File: src/rtl/execute_stage_mc.sv
// Execute stage: forwarding muxes, single-cycle ALU, branch resolution and a
// radix-2 shift-add multiplier that stalls upstream while it runs.
module execute_stage_mc #(
    parameter int unsigned XLEN = 32,
    parameter int unsigned REGW = 5
) (
    input  logic            clk,
    input  logic            rst,
    input  logic            valid_e,
    input  logic            flush_e,
    input  logic [XLEN-1:0] rd1_e,
    input  logic [XLEN-1:0] rd2_e,
    input  logic [XLEN-1:0] pc_e,
    input  logic [XLEN-1:0] pcplus4_e,
    input  logic [XLEN-1:0] imm_ext_e,
    input  logic [REGW-1:0] rd_e,
    input  logic            regwrite_e,
    input  logic            alusrc_e,
    input  logic            memwrite_e,
    input  logic            branch_e,
    input  logic            jump_e,
    input  logic [1:0]      resultsrc_e,
    input  logic [3:0]      alucontrol_e,
    input  logic [1:0]      fwd_a_e,
    input  logic [1:0]      fwd_b_e,
    input  logic [XLEN-1:0] result_w,
    output logic            stall_e,
    output logic            pcsrc_e,
    output logic [XLEN-1:0] pctarget_e,
    output logic [XLEN-1:0] alu_result_m,
    output logic [XLEN-1:0] write_data_m,
    output logic [XLEN-1:0] pcplus4_m,
    output logic [REGW-1:0] rd_m,
    output logic            valid_m,
    output logic            regwrite_m,
    output logic            memwrite_m,
    output logic [1:0]      resultsrc_m
);

    localparam int unsigned SHW = $clog2(XLEN);
    localparam int unsigned CW  = $clog2(XLEN) + 1;

    localparam logic [3:0] OP_ADD  = 4'd0;
    localparam logic [3:0] OP_SUB  = 4'd1;
    localparam logic [3:0] OP_AND  = 4'd2;
    localparam logic [3:0] OP_OR   = 4'd3;
    localparam logic [3:0] OP_XOR  = 4'd4;
    localparam logic [3:0] OP_SLT  = 4'd5;
    localparam logic [3:0] OP_SLTU = 4'd6;
    localparam logic [3:0] OP_SLL  = 4'd7;
    localparam logic [3:0] OP_SRL  = 4'd8;
    localparam logic [3:0] OP_SRA  = 4'd9;
    localparam logic [3:0] OP_MUL  = 4'd10;

    typedef enum logic [1:0] {
        S_IDLE = 2'd0,
        S_RUN  = 2'd1,
        S_DONE = 2'd2
    } state_t;

    typedef struct packed {
        logic            valid;
        logic            regwrite;
        logic            memwrite;
        logic [1:0]      resultsrc;
        logic [REGW-1:0] rd;
        logic [XLEN-1:0] alu_result;
        logic [XLEN-1:0] write_data;
        logic [XLEN-1:0] pcplus4;
    } exm_t;

    state_t          state_q, state_d;
    exm_t            exm_q, exm_d;
    logic [XLEN-1:0] mcand_q, mcand_d;
    logic [XLEN-1:0] mplier_q, mplier_d;
    logic [XLEN-1:0] acc_q, acc_d;
    logic [CW-1:0]   cnt_q, cnt_d;

    logic [XLEN-1:0] src_a, fwd_b, src_b, alu_res, ex_res;
    logic [SHW-1:0]  shamt;
    logic            zero, mul_req, mul_start, mul_step, load_exm;

    // Operand forwarding; select 11 falls back to the register value
    always_comb begin
        unique case (fwd_a_e)
            2'b01:   src_a = result_w;
            2'b10:   src_a = exm_q.alu_result;
            default: src_a = rd1_e;
        endcase
        unique case (fwd_b_e)
            2'b01:   fwd_b = result_w;
            2'b10:   fwd_b = exm_q.alu_result;
            default: fwd_b = rd2_e;
        endcase
        src_b = alusrc_e ? imm_ext_e : fwd_b;
    end

    assign shamt = src_b[SHW-1:0];

    // Single-cycle ALU; mul and unused encodings read as zero here
    always_comb begin
        alu_res = '0;
        case (alucontrol_e)
            OP_ADD:  alu_res = src_a + src_b;
            OP_SUB:  alu_res = src_a - src_b;
            OP_AND:  alu_res = src_a & src_b;
            OP_OR:   alu_res = src_a | src_b;
            OP_XOR:  alu_res = src_a ^ src_b;
            OP_SLT:  alu_res = ($signed(src_a) < $signed(src_b)) ? XLEN'(1'b1) : '0;
            OP_SLTU: alu_res = (src_a < src_b) ? XLEN'(1'b1) : '0;
            OP_SLL:  alu_res = src_a << shamt;
            OP_SRL:  alu_res = src_a >> shamt;
            OP_SRA:  alu_res = XLEN'($signed(src_a) >>> shamt);
            default: alu_res = '0;
        endcase
    end

    assign zero       = (alu_res == '0);
    assign pcsrc_e    = valid_e & ~flush_e & ((branch_e & zero) | jump_e);
    assign pctarget_e = pc_e + imm_ext_e;
    assign mul_req    = valid_e & ~flush_e & (alucontrol_e == OP_MUL);

    always_ff @(posedge clk or posedge rst) begin
        if (rst) begin
            state_q <= S_IDLE;
        end else begin
            state_q <= state_d;
        end
    end

    always_comb begin
        state_d = state_q;
        if (flush_e) begin
            state_d = S_IDLE;
        end else begin
            case (state_q)
                S_IDLE:  if (mul_req) state_d = S_RUN;
                S_RUN:   if (cnt_q == CW'(XLEN - 1)) state_d = S_DONE;
                S_DONE:  state_d = S_IDLE;
                default: state_d = S_IDLE;
            endcase
        end
    end

    // Stall and EX/M load decisions; anything not loaded becomes a bubble
    always_comb begin
        stall_e   = 1'b0;
        mul_start = 1'b0;
        mul_step  = 1'b0;
        load_exm  = 1'b0;
        ex_res    = alu_res;
        if (!rst && !flush_e) begin
            case (state_q)
                S_IDLE: begin
                    if (mul_req) begin
                        stall_e   = 1'b1;
                        mul_start = 1'b1;
                    end else begin
                        load_exm = valid_e;
                    end
                end
                S_RUN: begin
                    stall_e  = 1'b1;
                    mul_step = 1'b1;
                end
                S_DONE: begin
                    load_exm = valid_e;
                    ex_res   = acc_q;
                end
                default: ;
            endcase
        end
    end

    always_comb begin
        exm_d = '0;
        if (load_exm) begin
            exm_d.valid      = 1'b1;
            exm_d.regwrite   = regwrite_e;
            exm_d.memwrite   = memwrite_e;
            exm_d.resultsrc  = resultsrc_e;
            exm_d.rd         = rd_e;
            exm_d.alu_result = ex_res;
            exm_d.write_data = fwd_b;
            exm_d.pcplus4    = pcplus4_e;
        end
    end

    // Shift-add multiplier datapath; operands captured only at accept
    always_comb begin
        mcand_d  = mcand_q;
        mplier_d = mplier_q;
        acc_d    = acc_q;
        cnt_d    = cnt_q;
        if (mul_start) begin
            mcand_d  = src_a;
            mplier_d = src_b;
            acc_d    = '0;
            cnt_d    = '0;
        end else if (mul_step) begin
            acc_d    = mplier_q[0] ? acc_q + mcand_q : acc_q;
            mcand_d  = mcand_q << 1;
            mplier_d = mplier_q >> 1;
            cnt_d    = cnt_q + CW'(1);
        end
    end

    always_ff @(posedge clk or posedge rst) begin
        if (rst) begin
            mcand_q  <= '0;
            mplier_q <= '0;
            acc_q    <= '0;
            cnt_q    <= '0;
            exm_q    <= '0;
        end else begin
            mcand_q  <= mcand_d;
            mplier_q <= mplier_d;
            acc_q    <= acc_d;
            cnt_q    <= cnt_d;
            exm_q    <= exm_d;
        end
    end

    assign alu_result_m = exm_q.alu_result;
    assign write_data_m = exm_q.write_data;
    assign pcplus4_m    = exm_q.pcplus4;
    assign rd_m         = exm_q.rd;
    assign valid_m      = exm_q.valid;
    assign regwrite_m   = exm_q.regwrite;
    assign memwrite_m   = exm_q.memwrite;
    assign resultsrc_m  = exm_q.resultsrc;

endmodule

File: config.mk
export PLATFORM = sky130hd
export DESIGN_NAME = execute_stage_mc
export DESIGN_NICKNAME = d
export VERILOG_FILES = /design/src/rtl/execute_stage_mc.sv
export SDC_FILE = /design/constraint.sdc
export NUM_CORES = 1
export LEC_CHECK = 0
export ABC_AREA = 1
export ABC_CLOCK_PERIOD_IN_PS = 10650
export CAP_MARGIN = 10
export CORE_UTILIZATION = 45
export DETAILED_ROUTE_END_ITERATION = 12
export PLACE_DENSITY = 0.71
export SLEW_MARGIN = 20
export SYNTH_ARGS = -nofsm -noshare
export SYNTH_HDL_FRONTEND = slang
export SYNTH_SLANG_ARGS = --single-unit
File: constraint.sdc
create_clock -name clk -period 10.65 [get_ports clk]
set_input_delay 3.195 -clock clk [delete_from_list [all_inputs] [get_ports clk]]
set_output_delay 3.195 -clock clk [all_outputs]
set_load 0.02 [all_outputs]
==> results.toml <==
[run_status]
status = "finished with violations"
violations = "negative setup slack"

[critical_path]
endpoint_kind = "output port"
startpoint_type = "primary input"
cpMostUsedCell = "nand2_1"
critPathSlowestCell = "clkdlybuf4s50_1"
critPathMaxFanout = 18
critPathKind = "in2out"
crit_required_ps = 7460
crit_arrival_ps = 7740
reg2reg_slack_ps = 6560
slowest_delay_ps = 490

[cts]
cts.clk_slew.worst_paths_ps = 60
numCtsBuffers = 26
cts_htree_levels = 1
cts_root_buf = "clkbuf_16"
clk_latency_ps = 590
cts.path.max_buffers = 3
cts_sinks = 210
cts_tree = "built"

[timing]
skew_ps = 22.1
worst_pin_slew_ps = 1210
layout_setup_ws_ps = -285
finalMaxSlewViolations = 0
rsz0062_at_grt = "true"
fin_tns_setup_ps = -285
relSlewSlack_pct = 18.8
finalCriticalPeriod_ps = 10940
setup_violations = 1
post-route-period-util_pct = 103
max_freq_mhz = 91.4
hold_viol_final = 0

[worst_hold_path]
hp-class = "reg2reg"

[floorplan]
start_util_pct = 45.6
core_area_mm2 = 0.0488
die_area_mm2 = 0.0504
die_w_um = 224
num_rows = 81
io_pins = 356
die_y_um = 224

[power_and_ir_drop]
clkPwrFrac_pct = 19.9
total_leakage_power_nw = 17.1
power.switching_mw = 2.18
power.density_mw_per_mm2 = 147
pwr-share-seq_pct = 21.4
p_int_mw = 2.72
ir_worst_vdd_mv = 0.212
combPwrFrac_pct = 58.7
power_switching_share_pct = 44.5

[global_routing]
grt_pass1_wl_um = 177000
grt_pass1_vias = 28000
grt_max_degree = 96
grt_use_total_pct = 47.5
antenna_found_initial = 11
gr-total-overflow = 0

[job]
cap_violations = 0

[detailed_routing]
vias = 30400
drt_wl_total_um = 124000
drt-initial-drc-count = 3970
routed_via_density = 5.81
drcViolationCount = 0
antenna_left = 0
dr.pass1.iters = 9
routedWlPerCell_um = 23.7

[logic_synthesis]
synth_area_per_cell_um2 = 6.16
synth_seq_cells = 210
synth_cell_types = 58
synth_top_area_share_pct = 23.6
ys.flop_type = "dfrtp_1"
synthArstFlopShare_pct = 100
syn_nets = 3997
yosys_warnings = 0
seq_area_frac_synth_pct = 23.6
synth_top_cell_by_area = "dfrtp_1"
yosys-top-cells-area = "dfrtp_1 (24%), nand2_1 (15%), nand3_1 (11%)"
synth_cells = 3613
synth_area_mm2 = 0.0223
synth_edf_count = 0

[finish]
num-nets-final = 4931
synthToLayoutAreaGrowth_pct = 49.7
multi_input_area_mm2 = 0.0155
final_cell_mix = "nand2_1 (841), buf_4 (705), nand3_1 (496)"
stdcell_count = 5233
final_common_cell = "nand2_1"
drive_gt1_share_pct = 21.1
fillers = 4489
register_area_mm2 = 0.00526

[placement]
numPortBuffers = 355
numPlacedInstances = 5175
place_hpwl_um = 100000
gp_congestion = 1.13
post-place-ws_ps = -1250
==> critical path: cells and delay by family <==
kind / cells / cell delay (ps)
fa+ha+maj: 2 / 660
simple gates: 17 / 1770
buf+inv: 8 / 1520
compound gates: 3 / 570
==> through the flow <==
| stage | hold slack [ps] | utilization, % | instance area, um^2 | total power, mW |
|---|---|---|---|---|
| floorplan | 431 | - | 22300 | 2.40 |
| global placement | 449 | 64.2 | 31400 | 3.67 |
| detailed placement | 464 | 64.2 | 31400 | 3.68 |
| CTS | 470 | 66.9 | 32700 | 4.71 |
| global route | 491 | 68.2 | 33300 | 5.13 |
| finish | 470 | 68.2 | 33300 | 4.90 |
==> final timing paths <==
check	end	from	cells after the start
worst max-delay path	pcsrc_e	fwd_b_e[0]	30
worst min-delay path	state_q[1]	cnt_q[5]	1
worst max register to register	alu_result_m[10]	alu_result_m[6]	22
worst min register to register	state_q[1]	cnt_q[5]	1
max in group asynchronous	mplier_q[7]	rst	3
min in group asynchronous	state_q[0]	rst	2
==> timing repair <==
action | in CTS | in global routing
setup endpoints to repair | 1 | 2
hold buffers | 0 | 0
pin swaps | 12 | 30
resized for setup | 117 | 147
hold endpoints to repair | 0 | 0
buffers inserted | 2 | 4
gates cloned | 0 | 2
==> sequential cells by signal, summed over array words and instances, names as in the netlist, 2 cells and up <==
register / flops
cnt_q: 6
acc_q: 32
rd_m: 5
mcand_q: 32
write_data_m: 32
resultsrc_m: 2
mplier_q: 32
alu_result_m: 32
state_q: 2
pcplus4_m: 32
==> power groups by stage <==
stage	Clock [mW]	Combinational (mW)	Sequential, mW
floorplan	0	1.38	1.01
global placement	0	2.62	1.05
detailed placement	0	2.63	1.05
CTS	0.978	2.70	1.04
global route	1.01	3.06	1.06
finish	0.977	2.88	1.05
==> layout make-up <==
type | instances | area share [%]
timing repair buffer | 1076 | 27.5
tap | 664 | 2.49
sequential | 210 | 15.8
multi-input combinational | 2812 | 46.7
antenna | 3 | 0.0225
inverter | 421 | 4.79
clock buffer | 31 | 2.04
clock inverter | 16 | 0.744
==> kinds of logic (layout without fill, tap and decap cells) <==
kind of cell,Yosys count,count (layout),synth area share (%)
simple gates,1862,1862,35.2
compound gates,732,732,19.0
buf+inv,591,1544,10.6
flops,210,210,23.6
fa+ha+maj,168,168,9.58
xor+xnor,50,50,1.97
other cells,0,3,0
==> cell usage after synthesis (all sizes together) (4+ instances only) <==
library cell  number
o21bai            16
a221oi             7
nor4               7
fa                 4
xor2              36
clkbuf            96
xnor2             14
nand2            869
ha               164
o22ai             65
nor2             394
dfrtp            210
o221ai             6
inv              420
nand4             32
nand3            509
o21ai            307
or2               14
o31ai              8
a31oi             18
buf               74
a211oi             5
a21oi            217
a21o               9
a21boi            12
a221o             27
nor3              27
o211ai            23
==> metal layers <==
layer	share of wire, %	vias up	GRT usage (%)	wire length [um]
li1	-	13900	-	-
met1	39	14200	61.4	48100
met2	41	1943	68.8	50900
met3	13	384	15.2	16600
met4	6.8	12	27.9	8390
met5	0.11	-	0.880	137
No activity file was read; power rests on OpenSTA's default activity.
